File: config.mk
export PLATFORM = sky130hd
export DESIGN_NAME = vector_loader
export DESIGN_NICKNAME = d
export VERILOG_FILES = /design/src/rtl/vector_loader.sv
export SDC_FILE = /design/constraint.sdc
export NUM_CORES = 2
export LEC_CHECK = 0
export CAP_MARGIN = 20
export CELL_PAD_IN_SITES_DETAIL_PLACEMENT = 1
export CELL_PAD_IN_SITES_GLOBAL_PLACEMENT = 2
export CORE_AREA = 3 3 534 536
export CTS_BUF_LIST = sky130_fd_sc_hd__clkbuf_4 sky130_fd_sc_hd__clkbuf_8 sky130_fd_sc_hd__clkbuf_16
export CTS_CLUSTER_DIAMETER = 150
export DETAILED_ROUTE_END_ITERATION = 8
export DIE_AREA = 0 0 537 539
export PLACE_DENSITY_LB_ADDON = 0.15
export SLEW_MARGIN = 20
export SYNTH_ARGS = -nofsm -noshare
export SYNTH_HDL_FRONTEND = slang
export SYNTH_SLANG_ARGS = --single-unit
export TNS_END_PERCENT = 30
File: constraint.sdc
create_clock -name clk -period 3.5 [get_ports clk]
set_input_delay 0.7 -clock clk [delete_from_list [all_inputs] [get_ports clk]]
set_output_delay 0.7 -clock clk [all_outputs]
set_load 0.02 [all_outputs]
File: src/rtl/vector_loader.sv
// vector_loader: assembles a framed element stream into two vectors for a dot-product consumer
module vector_loader #(
  parameter int ELEMENT_WIDTH    = 64,
  parameter int VECTOR_DIMENSION = 10
) (
  input  logic                                      clk,
  input  logic                                      reset,
  input  logic                                      in_valid,
  input  logic [ELEMENT_WIDTH-1:0]                  in_data,
  input  logic                                      in_last,
  output logic                                      in_ready,
  output logic [ELEMENT_WIDTH*VECTOR_DIMENSION-1:0] vec0,
  output logic [ELEMENT_WIDTH*VECTOR_DIMENSION-1:0] vec1,
  output logic                                      vec_valid,
  input  logic                                      vec_ready,
  output logic                                      frame_err,
  output logic [15:0]                               frame_count
);
  localparam int IW = $clog2(VECTOR_DIMENSION);
  typedef enum logic [1:0] {LOAD_A, LOAD_B, HOLD} state_t;
  state_t        state, state_n;
  logic [IW-1:0] idx, idx_n;
  logic          accept, at_end, final_beat, early_last, missing_last, done;
  assign at_end = idx == IW'(VECTOR_DIMENSION - 1);
  always_comb begin
    in_ready     = state != HOLD;
    vec_valid    = state == HOLD;
    accept       = in_valid && in_ready;
    final_beat   = state == LOAD_B && at_end;
    early_last   = accept && in_last && !final_beat;
    missing_last = accept && !in_last && final_beat;
    done         = accept && final_beat;
    state_n      = state;
    idx_n        = idx;
    if (state == HOLD) begin
      state_n = vec_ready ? LOAD_A : HOLD;
      idx_n   = '0;
    end else if (early_last) begin
      state_n = LOAD_A;
      idx_n   = '0;
    end else if (accept) begin
      idx_n   = at_end ? '0 : idx + 1'b1;
      state_n = !at_end ? state : (state == LOAD_A ? LOAD_B : HOLD);
    end
  end
  always_ff @(posedge clk) begin
    if (reset) begin
      state       <= LOAD_A;
      idx         <= '0;
      vec0        <= '0;
      vec1        <= '0;
      frame_err   <= 1'b0;
      frame_count <= '0;
    end else begin
      state     <= state_n;
      idx       <= idx_n;
      frame_err <= early_last || missing_last;
      if (done) frame_count <= frame_count + 16'd1;
      if (accept && state == LOAD_A) vec0[idx*ELEMENT_WIDTH +: ELEMENT_WIDTH] <= in_data;
      if (accept && state == LOAD_B) vec1[idx*ELEMENT_WIDTH +: ELEMENT_WIDTH] <= in_data;
    end
  end
endmodule

Word-level counts from Yosys, hierarchy flattened

Cells that the tools add are included.

Register bits after elaboration: 1303
Bits in latches: 0
Bits in writable memories: 0
Memory bits (read-only): 0
Input bits: 69
Output and inout bits: 1299
Memories: 0

$add $sub $neg: 3
$mul: 0
Divide/modulo/power cells: 0
$lt $le $gt $ge: 0
Eq/ne operators: 4
Shifts and indexed selects: 2
Muxes and demuxes: 9
Bitwise logic cells: 0
Reductions and logical operators: 17

Operators with widths:

| operator                                                | number |
|---|---|
| bitwise mux 640 bit                                     | 2 |
| variable shift 64 x 34 -> 640 bit, first input constant | 1 |
| variable part select 64 x 34 -> 640 bit                 | 1 |
| negation 10 -> 34 bit                                   | 1 |
| adder 16 x 1 -> 16 bit, second input constant           | 1 |
| two-way mux 2 bit                                       | 6 |
| logical AND 1 bit                                       | 9 |
| nonzero test 3 bit                                      | 2 |
| adder 4 x 1 -> 4 bit, second input constant             | 1 |
| == test 4 bit, second input constant                    | 1 |
| two-way mux 4 bit                                       | 1 |
| OR reduction 3 bit                                      | 1 |
| == test 2 x 1 -> 1 bit, second input constant           | 1 |
| == test 2 bit, second input constant                    | 1 |
| logical NOT 1 bit                                       | 2 |
| logical NOT 2 bit                                       | 1 |
| != test 2 bit, second input constant                    | 1 |
| AND reduction 2 bit                                     | 1 |
| logical OR 1 bit                                        | 1 |

Depth between registers and ports, before layout

Depth in word-level cells: 6
Mapped depth: 11
Depth with buffers taken out: 6

Least setup slack after synthesis

Ideal clock, no wire load.

Path type: register to register
Start point: reg idx[0]
End point: reg vec0[544]
Library setup time: 0.072 ns
Arrival time: 2.368 ns
Data required time: 3.428 ns
Path slack: 1.060 ns
Stages on the path, launching flop included: 10
Clock period less this slack: 2.440 ns
Cells stage by stage: dfxtp_1 buf_2 nor3_1 ha_1 and4bb_2 a21boi_2 nor4b_4 buf_12 buf_12 mux2i_1

Longest elaborated chain between the ends: 3

Ends and longest elaborated chain:

| what                                                                                         | line | source |
|---|---|---|
| start, declared                                                                              | 22   | `logic [IW-1:0] idx, idx_n;` |
| start signal, assigned                                                                       | 56   | `idx <= idx_n;` |
| negation 10 -> 34 bit (*)                                                                    | 59   | `if (accept && state == LOAD_A) vec0[idx*ELEMENT_WIDTH +: ELEMENT_WIDTH] <= in_data;` |
| variable part select 64 x 34 -> 640 bit or variable shift 64 x 34 -> 640 bit (tied branches) | 59   |  |
| bitwise mux 640 bit (*)                                                                      | 59   |  |
| end signal, assigned by index                                                                | 59   |  |
| end, declared                                                                                | 12   | `output logic [ELEMENT_WIDTH*VECTOR_DIMENSION-1:0] vec0,` |

Mark *: on every way between the ends. The rest lies on a longest branch, timed or not.
A chain may end at the register's enable or synchronous reset.

Worst setup path after layout

Start point: reg state[1]
End point: out vec_valid

Longest elaborated chain between the ends: 1

Ends and longest elaborated chain:

| what                   | line | source |
|---|---|---|
| start, declared        | 21   | `state_t state, state_n;` |
| start signal, assigned | 55   | `state <= state_n;` |
| == test 2 bit          | 27   | `vec_valid = state == HOLD;` |
| end, declared          | 14   | `output logic vec_valid,` |

No other way between the ends.

==> flow_metrics.tcl <==
set metrics [dict create \
    r2r_slack_ns 0.36 \
    cts_root_buf "clkbuf_16" \
    endpoint_kind "output pin" \
    finClkSkew_ns 0.0399 \
    core_mm2 0.281 \
    yosysSeqAreaShare_pct 51.4 \
    die_area_mm2 0.289 \
    crit_required_ns 2.80 \
    synth-edff-count 0 \
    avgSynthCellArea_um2 9.94 \
    fin_crit_sh_pct 91.2 \
    place_inst 9936 \
    fin_cells 10200 \
    maxCapViolations 0 \
    pin_count 1368 \
    yosys.area.top_type_share_pct 51.4 \
    worst_pin_slew_ns 1.08 \
    cts_tree "built" \
    reg2reg_depth 10 \
    areaGrowthSynthToFinish_pct 47.2 \
    grt-ovfl-total 0 \
    fp.dieW_um 537 \
    r2r_end "vec0[441]" \
    grt_pass1_wl_mm 406 \
    crit_fanout 12 \
    ctsLongestPathBuffers 4 \
    r2r_start "idx[0]" \
    grt_antenna_before_repair 23 \
    cts_setup_buffers 0 \
    fin_nets 6445 \
    run_status "completed" \
    first_pass_iters 6 \
    core.rowCount 195 \
    critPathKind "reg2out" \
    die_y_um 539 \
    cp_slowest_stage_delay_ns 0.60 \
    setup_viol 0 \
    path_clk_slew_ns 0.06 \
    crit_buf_inv 2 \
    grt_setup_unrepaired "no" \
    place_hpwl_mm 224 \
    leakagePower_nw 28.5 \
    holdPathEnd "vec1[454]" \
    cp.arrival_ns 2.49 \
    layout_common_cells "clkdlybuf4s50_1, dfxtp_1, nand2b_1, mux2i_1, o21ai_0" \
    grtUsageTotal_pct 20.2 \
    drt_iter0_drc 2269 \
    ys_async_sr_fraction_pct 0 \
    hp-class "in2reg" \
    post-synth-top-area-cell "dfxtp_1" \
    hp-start "in_data[6]" \
    synthTopCellsByArea "dfxtp_1, mux2i_1, nand2b_1" \
    crit_slowest_cell "clkdlybuf4s50_1" \
    slew_violations 0 \
    yosys_register_bits 1303 \
    synth.distinct_cells 53 \
    h-tree-depth 4 \
    cp_top_family "buffers and inverters" \
    start_util_pct 18.0 \
    synth_area_mm2 0.0507 \
    io_buffers 1367 \
    setup_ws_ns 0.309 \
    syn_nets 5177 \
    whs_path_depth 3 \
    fill_cells 31800 \
    vias 42700 \
    cts_num_sinks 1303 \
    final_common_cell "clkdlybuf4s50_1" \
    fmax_ghz 0.313 \
    syn_inst 5103 \
    final_antenna_net_count 0 \
    cp_cell_sequence "or2b_1 > inv_1 > clkdlybuf4s50_1" \
    numCtsBuffers 176 \
    holdBufCountCts 0 \
    start_kind "flop" \
    ys_warn_count 0 \
    pre_cts_ws_ns -0.144 \
    clk_latency_ns 0.85 \
    grt_max_degree 232 \
    cts_resized 0 \
    routed_wl_mm 304 \
    grt_pass1_vias 44300 \
    slew_headroom_pct 27.8 \
    wl_per_cell_um 29.7 \
    hold_viol 0 \
    layout-drive-gt1-share_pct 8.21 \
    fin_crit_ns 3.19 \
    power_density_mw_per_mm2 463 \
    ys.flop_type "dfxtp_1" \
    irDropWorstVdd_v 0.000318 \
    finalPower_mw 34.6 \
    vias_per_cell 4.17 \
    place.gp.congestion 0.777 \
    route.detailed.drc 0 \
]
-- worst reg2reg max path, delay by kind of cell, from the launching register on --
family	cells	cell delay [ns]
fa+ha+maj	1	0.33
flops	1	0.33
mux	1	0.29
compound gates	1	0.22
simple gates	3	0.84
buf+inv	4	1.04
-- through the flow --
| stage | instance area (um2) | setup TNS, ns | hold slack (ns) | utilization [%] |
|---|---|---|---|---|
| after floorplan | 50700 | 0 | 0.546 | - |
| after global placement | 69000 | -4.35 | 0.458 | 24.5 |
| after detailed placement | 69000 | -4.83 | 0.461 | 24.5 |
| after CTS | 74600 | 0 | 0.286 | 26.5 |
| after global routing | 74600 | 0 | 0.322 | 26.5 |
| final | 74700 | 0 | 0.332 | 26.5 |
-- worst max path at each step --
stage,to,cells after the start,startpoint
floorplan,vec0[544],9,idx[0]
global placement,vec0[441],8,in_valid
detailed placement,vec0[441],8,in_valid
CTS,vec0[434],10,idx[0]
global route,vec0[442],10,idx[0]
finish,vec_valid,3,state[1]
-- synthesized netlist by cell type, drive strengths merged, types with 2 or more instances --
library cell,n
nand2b,898
nor4b,5
or4,3
o21ai,522
a21boi,2
and2,5
nand2,483
xor2,3
or3,7
nor4,5
inv,7
nor2,16
buf,194
clkbuf,283
mux2i,768
nand3b,392
nor3b,5
dfxtp,1303
nand4b,3
and3b,4
a21oi,12
nand4,10
ha,5
nand3,139
xnor2,9
nor3,8
-- area by class of cell --
class	instances	area, um2	share of cell area (%)
Timing Repair Buffer	1567	15800	21.1
Tap cell	3743	4680	6.27
Clock buffer	263	5300	7.10
Antenna cell	10	25.0	0.0335
Inverter	7	26.3	0.0352
Multi-Input combinational cell	3316	22400	30.0
Clock inverter	37	370	0.496
Sequential cell	1303	26100	34.9
-- sequential cells by signal, summed over array words and instances (netlist names) --
name         flops
frame_count     16
idx              4
vec0           640
state            2
frame_err        1
vec1           640
-- where the power goes --
| group | switching, mW | internal [mW] | total [mW] | leakage, nW |
|---|---|---|---|---|
| registers | 0.0195 | 14.9 | 14.9 | 10.5 |
| clock network | 7.33 | 10.8 | 18.1 | 2.89 |
| logic | 1.05 | 0.521 | 1.57 | 15.1 |
-- metal layers --
metal,share of wire [%],vias to the layer above,GRT usage (%)
met1,40,21500,23.4
met5,0,-,0
met3,8.0,284,6.73
li1,-,19700,-
met2,49,1249,35.4
met4,2.6,0,4.87
-- logic make-up after synthesis --
logic type      count (synthesis)  share of synthesized area [%]
compound gates                541                           5.40
xor+xnor                       12                          0.207
fa+ha+maj                       5                          0.123
buf+inv                       484                           4.67
flops                        1303                           51.4
mux                           768                           15.2
simple gates                 1990                           23.0
Power figures use the tool's default switching activity.
